--- src/rtl/ah_func_arbiter.sv ---
// rtl/ah_func_arbiter.sv - round-robin, credit-guarded sharing of the ah_func pipe between two requesters
// Optional statistics counters are compiled in with AH_FUNC_ARBITER_STATS_EN.
module ah_func_arbiter #(
    parameter int LATENCY    = 57,
    parameter int FIFO_DEPTH = 4
) (
    input  logic        clk,
    input  logic        reset_n,
    input  logic        req0_valid,
    output logic        req0_ready,
    input  logic [31:0] req0_dataa,
    input  logic [31:0] req0_datab,
    input  logic        req1_valid,
    output logic        req1_ready,
    input  logic [31:0] req1_dataa,
    input  logic [31:0] req1_datab,
    output logic        rsp0_valid,
    input  logic        rsp0_ready,
    output logic [31:0] rsp0_data,
    output logic        rsp1_valid,
    input  logic        rsp1_ready,
    output logic [31:0] rsp1_data,
    output logic [31:0] pipe_dataa,
    output logic [31:0] pipe_datab,
    input  logic [31:0] pipe_result,
`ifdef AH_FUNC_ARBITER_STATS_EN
    output logic [31:0] stat_issued0,
    output logic [31:0] stat_issued1,
    output logic [31:0] stat_stall,
`endif
    output logic        busy
);
    localparam int CW = $clog2(FIFO_DEPTH + 1);
    localparam int AW = $clog2(FIFO_DEPTH);

    logic [CW-1:0]    credit    [2];
    logic [CW-1:0]    count     [2];
    logic [CW-1:0]    count_nxt [2];
    logic [AW-1:0]    wptr      [2];
    logic [AW-1:0]    rptr      [2];
    logic [31:0]      mem       [2][FIFO_DEPTH];
    logic [LATENCY:0] tag_valid;
    logic [LATENCY:0] tag_id;
    logic [1:0]       valid;
    logic [1:0]       rsp_ready;
    logic [1:0]       elig;
    logic [1:0]       grant;
    logic [1:0]       wr;
    logic [1:0]       pop;
    logic             prio;
    logic             issue;

    assign valid     = {req1_valid, req0_valid};
    assign rsp_ready = {rsp1_ready, rsp0_ready};

    // prio=0 favours requester 0 when both are eligible
    always_comb begin
        elig  = '0;
        grant = '0;
        for (int n = 0; n < 2; n++) begin
            elig[n] = reset_n && valid[n] && (credit[n] != '0);
        end
        grant[0] = elig[0] && (!elig[1] || !prio);
        grant[1] = elig[1] && (!elig[0] || prio);
    end

    assign issue      = |grant;
    assign req0_ready = grant[0];
    assign req1_ready = grant[1];

    assign wr[0] = tag_valid[LATENCY] && !tag_id[LATENCY];
    assign wr[1] = tag_valid[LATENCY] && tag_id[LATENCY];

    assign rsp0_valid = (count[0] != '0);
    assign rsp1_valid = (count[1] != '0);
    assign rsp0_data  = mem[0][rptr[0]];
    assign rsp1_data  = mem[1][rptr[1]];
    assign pop        = {rsp1_valid && rsp_ready[1], rsp0_valid && rsp_ready[0]};

    always_comb begin
        for (int n = 0; n < 2; n++) begin
            count_nxt[n] = count[n];
            if (wr[n] && !pop[n]) begin
                count_nxt[n] = count[n] + CW'(1);
            end else if (!wr[n] && pop[n]) begin
                count_nxt[n] = count[n] - CW'(1);
            end
        end
    end

    always_ff @(posedge clk or negedge reset_n) begin
        if (!reset_n) begin
            tag_valid  <= '0;
            tag_id     <= '0;
            pipe_dataa <= '0;
            pipe_datab <= '0;
            prio       <= 1'b0;
            busy       <= 1'b0;
            for (int n = 0; n < 2; n++) begin
                credit[n] <= CW'(FIFO_DEPTH);
                count[n]  <= '0;
                wptr[n]   <= '0;
                rptr[n]   <= '0;
            end
        end else begin
            tag_valid  <= {tag_valid[LATENCY-1:0], issue};
            tag_id     <= {tag_id[LATENCY-1:0], grant[1]};
            pipe_dataa <= grant[0] ? req0_dataa : (grant[1] ? req1_dataa : 32'h0);
            pipe_datab <= grant[0] ? req0_datab : (grant[1] ? req1_datab : 32'h0);
            if (issue) begin
                prio <= grant[0];
            end
            // busy tracks next-state occupancy so it is exact rather than a cycle late
            busy <= (|tag_valid[LATENCY-1:0]) | issue |
                    (count_nxt[0] != '0) | (count_nxt[1] != '0);
            for (int n = 0; n < 2; n++) begin
                count[n] <= count_nxt[n];
                if (wr[n]) begin
                    wptr[n] <= wptr[n] + AW'(1);
                end
                if (pop[n]) begin
                    rptr[n] <= rptr[n] + AW'(1);
                end
                if (grant[n] && !pop[n]) begin
                    credit[n] <= credit[n] - CW'(1);
                end else if (!grant[n] && pop[n]) begin
                    credit[n] <= credit[n] + CW'(1);
                end
            end
        end
    end

    // storage needs no reset: occupancy counters gate visibility
    always_ff @(posedge clk) begin
        for (int n = 0; n < 2; n++) begin
            if (wr[n]) begin
                mem[n][wptr[n]] <= pipe_result;
            end
        end
    end

`ifdef AH_FUNC_ARBITER_STATS_EN
    logic stall;
    assign stall = (req0_valid && credit[0] == '0) || (req1_valid && credit[1] == '0);

    always_ff @(posedge clk or negedge reset_n) begin
        if (!reset_n) begin
            stat_issued0 <= '0;
            stat_issued1 <= '0;
            stat_stall   <= '0;
        end else begin
            if (grant[0] && stat_issued0 != 32'hFFFF_FFFF) begin
                stat_issued0 <= stat_issued0 + 32'd1;
            end
            if (grant[1] && stat_issued1 != 32'hFFFF_FFFF) begin
                stat_issued1 <= stat_issued1 + 32'd1;
            end
            if (stall && stat_stall != 32'hFFFF_FFFF) begin
                stat_stall <= stat_stall + 32'd1;
            end
        end
    end
`endif
endmodule

--- config.mk ---
export PLATFORM = sky130hd
export DESIGN_NAME = ah_func_arbiter
export DESIGN_NICKNAME = d
export VERILOG_FILES = /design/src/rtl/ah_func_arbiter.sv
export SDC_FILE = /design/constraint.sdc
export NUM_CORES = 1
export LEC_CHECK = 0
export CAP_MARGIN = 10
export CORE_UTILIZATION = 52
export DETAILED_ROUTE_END_ITERATION = 8
export PLACE_DENSITY = 0.8
export SETUP_SLACK_MARGIN = 0.05
export SYNTH_ARGS = -nofsm -noshare
export SYNTH_HDL_FRONTEND = slang
export SYNTH_SLANG_ARGS = --single-unit
--- constraint.sdc ---
create_clock -name clk -period 3.1 [get_ports clk]
set_input_delay 0.93 -clock clk [delete_from_list [all_inputs] [get_ports clk]]
set_output_delay 0.93 -clock clk [all_outputs]
set_load 0.005 [all_outputs]
== Yosys cells after proc, flatten, opt, wreduce, memory -nomap -nowiden ==
Memories as Yosys holds them, arrays and structs flattened.
Index checks and enable logic that the tools add are counted.

* Bitwise gates (word level): 7
* Multiplexer cells: 29
* $add $sub $neg: 12
* Order comparisons: 6
* Reduce and logical (&&, ||, !) cells: 43

{| class="wikitable"
|+ Operators with widths
! cell !! count
|-
| two-way mux 128 bit || 4
|-
| two-way mux 32 bit || 10
|-
| binary-select mux 32 bit (select 2 bit) || 2
|-
| demux 32 bit (select 2 bit) || 2
|-
| OR reduction 128 bit || 1
|-
| OR reduction 57 bit || 1
|-
| two-way mux 3 bit || 8
|-
| logical AND 1 bit || 20
|-
| nonzero test 3 bit || 6
|-
| adder 3 x 1 -> 3 bit, second input constant || 4
|-
| greater-or-equal comparator 3 bit, second input constant || 4
|-
| inverter 2 -> 3 bit || 4
|-
| subtractor 3 x 1 -> 3 bit, second input constant || 4
|-
| zero test 1 bit || 10
|-
| adder 2 x 1 -> 2 bit, second input constant || 4
|-
| less-than comparator 3 x 1 -> 1 bit, second input constant || 2
|-
| nonzero test 2 bit || 2
|-
| two-way mux 1 bit || 3
|-
| OR 1 bit || 3
|-
| logical OR 1 bit || 2
|-
| OR reduction 2 bit || 1
|}

* Logic and storage cells: 112
* Output and inout bits: 133
* Bits in registers: 202
* Memories kept: 1
* Bits in writable memories: 256
* Input port bits: 166

{| class="wikitable"
|+ Memory list
! memory !! words !! width !! read ports !! clocked after memory_dff !! wr ports !! line !! source
|-
| mem || 2 || 128 || 2 || 0 || 1 || 41 || <nowiki>logic [31:0] mem [2][FIFO_DEPTH];</nowiki>
|}

== Longest topological paths before layout ==
* Word-level depth: 9
* Gate-level depth with buffers: 11
* Depth with buffers taken out: 10

== Worst setup path before layout ==
Ideal clock, no wire load.

* Path type: input port to flip-flop
* Start point: input reset_n
* End point: register credit[2] (netlist name)
* Arrival time: 2.413 ns
* Stages: 9
* Setup time: 0.075 ns
* Buffers on the path: 1
* Path slack: 0.612 ns
* Required time: 3.025 ns
* Path through: o311ai_0 > nor2_1 > buf_2 > ha_1 > inv_1 > fa_1 > xor2_1 > nor2_1 > xor2_1

* Word-level cells in the longest chain between the ends: 8
* Elaborated cells on any way between the ends: 12
* Classes of those cells: 1 x mux; 11 x reduce/logical

{| class="wikitable"
|+ RTL lines
! what !! line !! source
|-
| start, declared || 8 || <nowiki>input logic reset_n,</nowiki>
|-
| logical AND 1 bit (2 in a row) || 61 || <nowiki>elig[n] = reset_n && valid[n] && (credit[n] != '0);</nowiki>
|-
| zero test 1 bit || 64 || <nowiki>grant[1] = elig[1] && (!elig[0] || prio);</nowiki>
|-
| logical OR 1 bit || 64 ||
|-
| logical AND 1 bit * || 64 ||
|-
| named net req1_ready || 14 || <nowiki>output logic req1_ready,</nowiki>
|-
| zero test 1 bit || 126 || <nowiki>end else if (!grant[n] && pop[n]) begin</nowiki>
|-
| logical AND 1 bit || 126 ||
|-
| nonzero test 2 bit (no line) || - ||
|-
| end signal, assigned by index || 100 || <nowiki>credit[n] <= CW'(FIFO_DEPTH);</nowiki>
|-
| end signal, assigned by index || 125 || <nowiki>credit[n] <= credit[n] - CW'(1);</nowiki>
|-
| end signal, assigned by index || 127 || <nowiki>credit[n] <= credit[n] + CW'(1);</nowiki>
|-
| end, declared || 36 || <nowiki>logic [CW-1:0] credit [2];</nowiki>
|}

The timed path passes the listed nets; every way through them passes the cells marked *.
A chain may end at the register's enable or synchronous reset.

== Worst setup path in the final report ==
* Start point: register rptr[0] (netlist name)
* End point: output rsp1_data[16]

* Word-level cells in the longest chain between the ends: 4

{| class="wikitable"
|+ RTL lines
! what !! line !! source
|-
| start, declared || 40 || <nowiki>logic [AW-1:0] rptr [2];</nowiki>
|-
| start signal, assigned by index || 122 || <nowiki>rptr[n] <= rptr[n] + AW'(1);</nowiki>
|-
| inverter 2 -> 3 bit (not written as such) || 77 || <nowiki>assign rsp1_data = mem[1][rptr[1]];</nowiki>
|-
| binary-select mux 32 bit (select 2 bit) || 77 ||
|-
| two-way mux 32 bit (not written as such) (2 in a row) || 77 ||
|-
| end, declared || 22 || <nowiki>output logic [31:0] rsp1_data,</nowiki>
|}

No other way between the ends. The select of a mux whose other input is x is not followed.

==> impl_metrics.csv <==
group,metric,value,unit
outcome,status,"finished, final reports clean",
clock_tree,cts-buffers-inserted,44,
synth,ys_async_sr_fraction,0.441,
floorplan,die_y,177,um
synth,flops_latches_synth,458,
finish,finalNetCount,1284,
floorplan,die_width,177,um
floorplan,floorplan.initialDensity,0.532,
clock_tree,cts_sinks,458,
finish,finish.instance_area,0.0211,sq mm
floorplan,floorplan.die_area,0.0312,sq mm
route,drt_wl_total,37.8,mm
timing,worst_pin_slew,0.994,ns
floorplan,rows,63,
critical_path,timing.reg2reg.setup_slack,0.71,ns
synth,ys_seq_area_frac,0.804,
timing,fin_worst_skew,0.0207,ns
route,wl_per_cell,24.7,um
synth,syn-instance-count,745,
critical_path,crit_type,"flip-flop to primary output",
grt,grt_max_degree,141,
timing,hold_viol,0,
place,hpwlAfterDp,23.6,mm
place,pre_cts_ws,-0.329,ns
synth,synth_top_flop_cell,"edfxtp_1",
timing,rsz0062_at_grt,"yes",
timing,finalWorstSetupSlack,0.0771,ns
timing,final_number_of_max_transition_violations,0,
synth,syn-cell-area,0.0159,sq mm
place,finalWeightedCongestion,0.782,
timing,setup_viol_count_final,0,
critical_path,worst-path-max-fanout,6,
floorplan,top_level_ports,299,
place,port_buffers,298,
clock_tree,htreeDepth,2,
timing,timing.final.crit_share,0.975,
clock_tree,clk_slew_on_worst_s_h_paths,0.06,ns
critical_path,critical_path.reg2reg.endpoint,"credit[5]",
pwr,power.density,686,mW/mm^2
finish,num-fill-cells,1819,
critical_path,setup.worst_path.start_class,"flip-flop",
route,drt_drc_violations_left,0,
route,drtPass1Iterations,5,
timing,tns,0,ns
grt,total_routing_resource_utilization_after_global_routing,0.247,
clock_tree,clock_insertion_delay_worst_skew,0.53,ns
finish,layout-drive-gt1-share,0.194,
job,maxCapViolCount,0,
timing,finalCriticalPeriod,3.02,ns
clock_tree,cts_root_buf,"clkbuf_16",
min_path,min-delay-path-class,"input port to async pin",
grt,antenna_found_initial,7,
route,postRouteAntennaNets,0,
critical_path,reg2regPathDepth,10,
timing,max_clock_freq,331,MHz
synth,synth.distinct_cells,47,
route,post_drt_via_cell_ratio,5.50,
route,routed-via-count,8427,
floorplan,coreArea,0.0298,sq mm
critical_path,worstSetupEndpointType,"primary output",
clock_tree,cts_tree,"built",
critical_path,worst_ep_required_time,2.17,ns
clock_tree,cts_hold_buffers,0,
clock_tree,clock_path_buffers,3,
route,detailedRoute.firstIterationViolations,637,
synth,synth-edff-count,256,
pwr,irDropWorstVdd,0.000430,V
synth,synthesis.area_per_instance,21.3,sq um
synth,synth.net_count,929,
grt,first_global_vias,8996,
critical_path,cp.arrival,2.09,ns
timing,relSlewSlack,0.338,
synth,yosys_warnings,0,
grt,grt_first_pass_wirelength,55.5,mm
pwr,leakagePower,8.19,nW
finish,area_growth,32.9,%
place,total_placed_instance_area,0.0195,sq mm
critical_path,rr_startpoint,"count[3]",
grt,grt-ovfl-total,0,
-- layout by cell type (no fill, tap or decap), types with 4 or more instances in the layout --
cell type	count
buf_2	8
buf_4	24
buf_6	6
clkinv_2	10
and3_2	4
nor2_1	4
dfrtp_1	197
nor4_1	14
nand2_1	6
inv_1	14
mux4_2	64
buf_16	5
clkdlybuf4s15_1	6
o21ai_0	4
ha_1	16
edfxtp_1	256
clkbuf_8	10
xnor2_1	12
and2_2	5
clkbuf_2	10
a22o_1	64
nand3_1	4
dlygate4sd2_1	41
clkdlybuf4s50_1	230
diode_2	6
clkbuf_16	46
xor2_1	4
clkbuf_1	13
buf_12	9
-- layout make-up --
type	instances	area [sq um]	share of cell area
antenna	6	15.0	0.000712
clock buffer	68	1320	0.0628
clock inverter	14	106	0.00505
inverter	15	56.3	0.00267
multi-input combinational	240	2930	0.139
sequential	458	12800	0.605
tap	390	488	0.0232
timing repair buffer	341	3410	0.162
-- through the flow --
stage | util | hold slack [ns] | power [mW] | instances
3_5_place_dp | 0.653 | 0.336 | 9.23 | 1425
3_3_place_gp | 0.653 | 0.335 | 9.17 | 1425
4_1_cts | 0.707 | 0.207 | 14.6 | 1525
2_1_floorplan | - | 0.331 | 7.95 | 745
5_1_grt | 0.707 | 0.209 | 15.0 | 1530
6_report | 0.707 | 0.221 | 14.5 | 1532
-- Yosys cell counts, types with 2 or more instances --
library cell	n	share of area
xnor2_1	12	0.0066
mux4_2	64	0.091
nor2_1	5	0.0012
clkbuf_1	8	0.0019
edfxtp_1	256	0.48
dfrtp_1	200	0.32
buf_2	23	0.0073
fa_1	2	0.0025
xor2_1	4	0.0022
nand2_1	6	0.0014
o21ai_0	4	0.0013
a21oi_1	3	0.00095
a211oi_1	2	0.00095
inv_1	15	0.0036
a22o_1	64	0.035
and3_2	4	0.0019
dfstp_2	2	0.0033
ha_1	16	0.013
nand4_1	3	0.0012
nand2b_1	3	0.0012
a21o_1	2	0.00095
nor4_1	14	0.0055
nand3_1	4	0.0013
and2_1	4	0.0016
a31oi_1	3	0.0012
-- critical path: stages (launching register included) --
cell,delay [ns]
dfrtp_4,0.55
buf_6,0.15
buf_4,0.14
buf_16,0.14
mux4_2,0.44
clkbuf_2,0.13
-- per-layer routing --
layer / vias up / global-route usage / wire length, um / part of all wire
li1: 3653 / - / - / -
met1: 4355 / 0.290 / 13500 / 0.36
met2: 360 / 0.446 / 20700 / 0.55
met3: 57 / 0.0599 / 2640 / 0.070
met4: 2 / 0.0812 / 942 / 0.025
met5: - / 0 / 13 / 0.00034
-- cell families (layout without fill, tap and decap cells) --
group                    count (synthesis)  in the layout  share of synthesized area
other                                    0              6                          0
multiplexers                            66             66                     0.0923
AO/OA/AOI/OAI                           85             85                     0.0453
buffers and inverters                   47            438                     0.0134
XOR/XNOR                                16             16                    0.00884
flip-flops                             458            458                      0.804
AND/OR/NAND/NOR                         54             54                     0.0206
adder cells (fa/ha/maj)                 19             19                     0.0158
-- registers in the layout, summed over array words and instances (netlist names) --
register    flops
wptr            4
busy            1
pipe_dataa     32
tag_id         58
rptr            4
prio            1
pipe_datab     32
credit          6
count           6
tag_valid      58
mem           256
-- report_power, final --
| group | switching [mW] | internal [mW] |
|---|---|---|
| Combinational | 0.963 | 1.35 |
| Clock | 2.15 | 3.03 |
| Sequential | 0.191 | 6.77 |
-- how the worst max path moves through the flow --
stage | slack, ns | cells after the start | from | to
finish | 0.08 | 5 | rptr[0] | rsp1_data[16]
global placement | -0.35 | 5 | req0_valid | req1_ready
CTS | -0.04 | 5 | rptr[0] | rsp1_data[16]
detailed placement | -0.33 | 5 | req0_valid | req1_ready
floorplan | 0.61 | 9 | reset_n | credit[2]
global route | 0.03 | 5 | rptr[0] | rsp1_data[16]
-- repair_timing --
| item | 4_1_cts | 5_1_grt |
|---|---|---|
| resized for setup | 123 | 22 |
| buffers inserted | 13 | 2 |
| pin swaps | 1 | 0 |
| cloned | 5 | 0 |
| endpoints found under the setup margin | 66 | 28 |
Note: power is estimated with default switching activity, not from simulation.
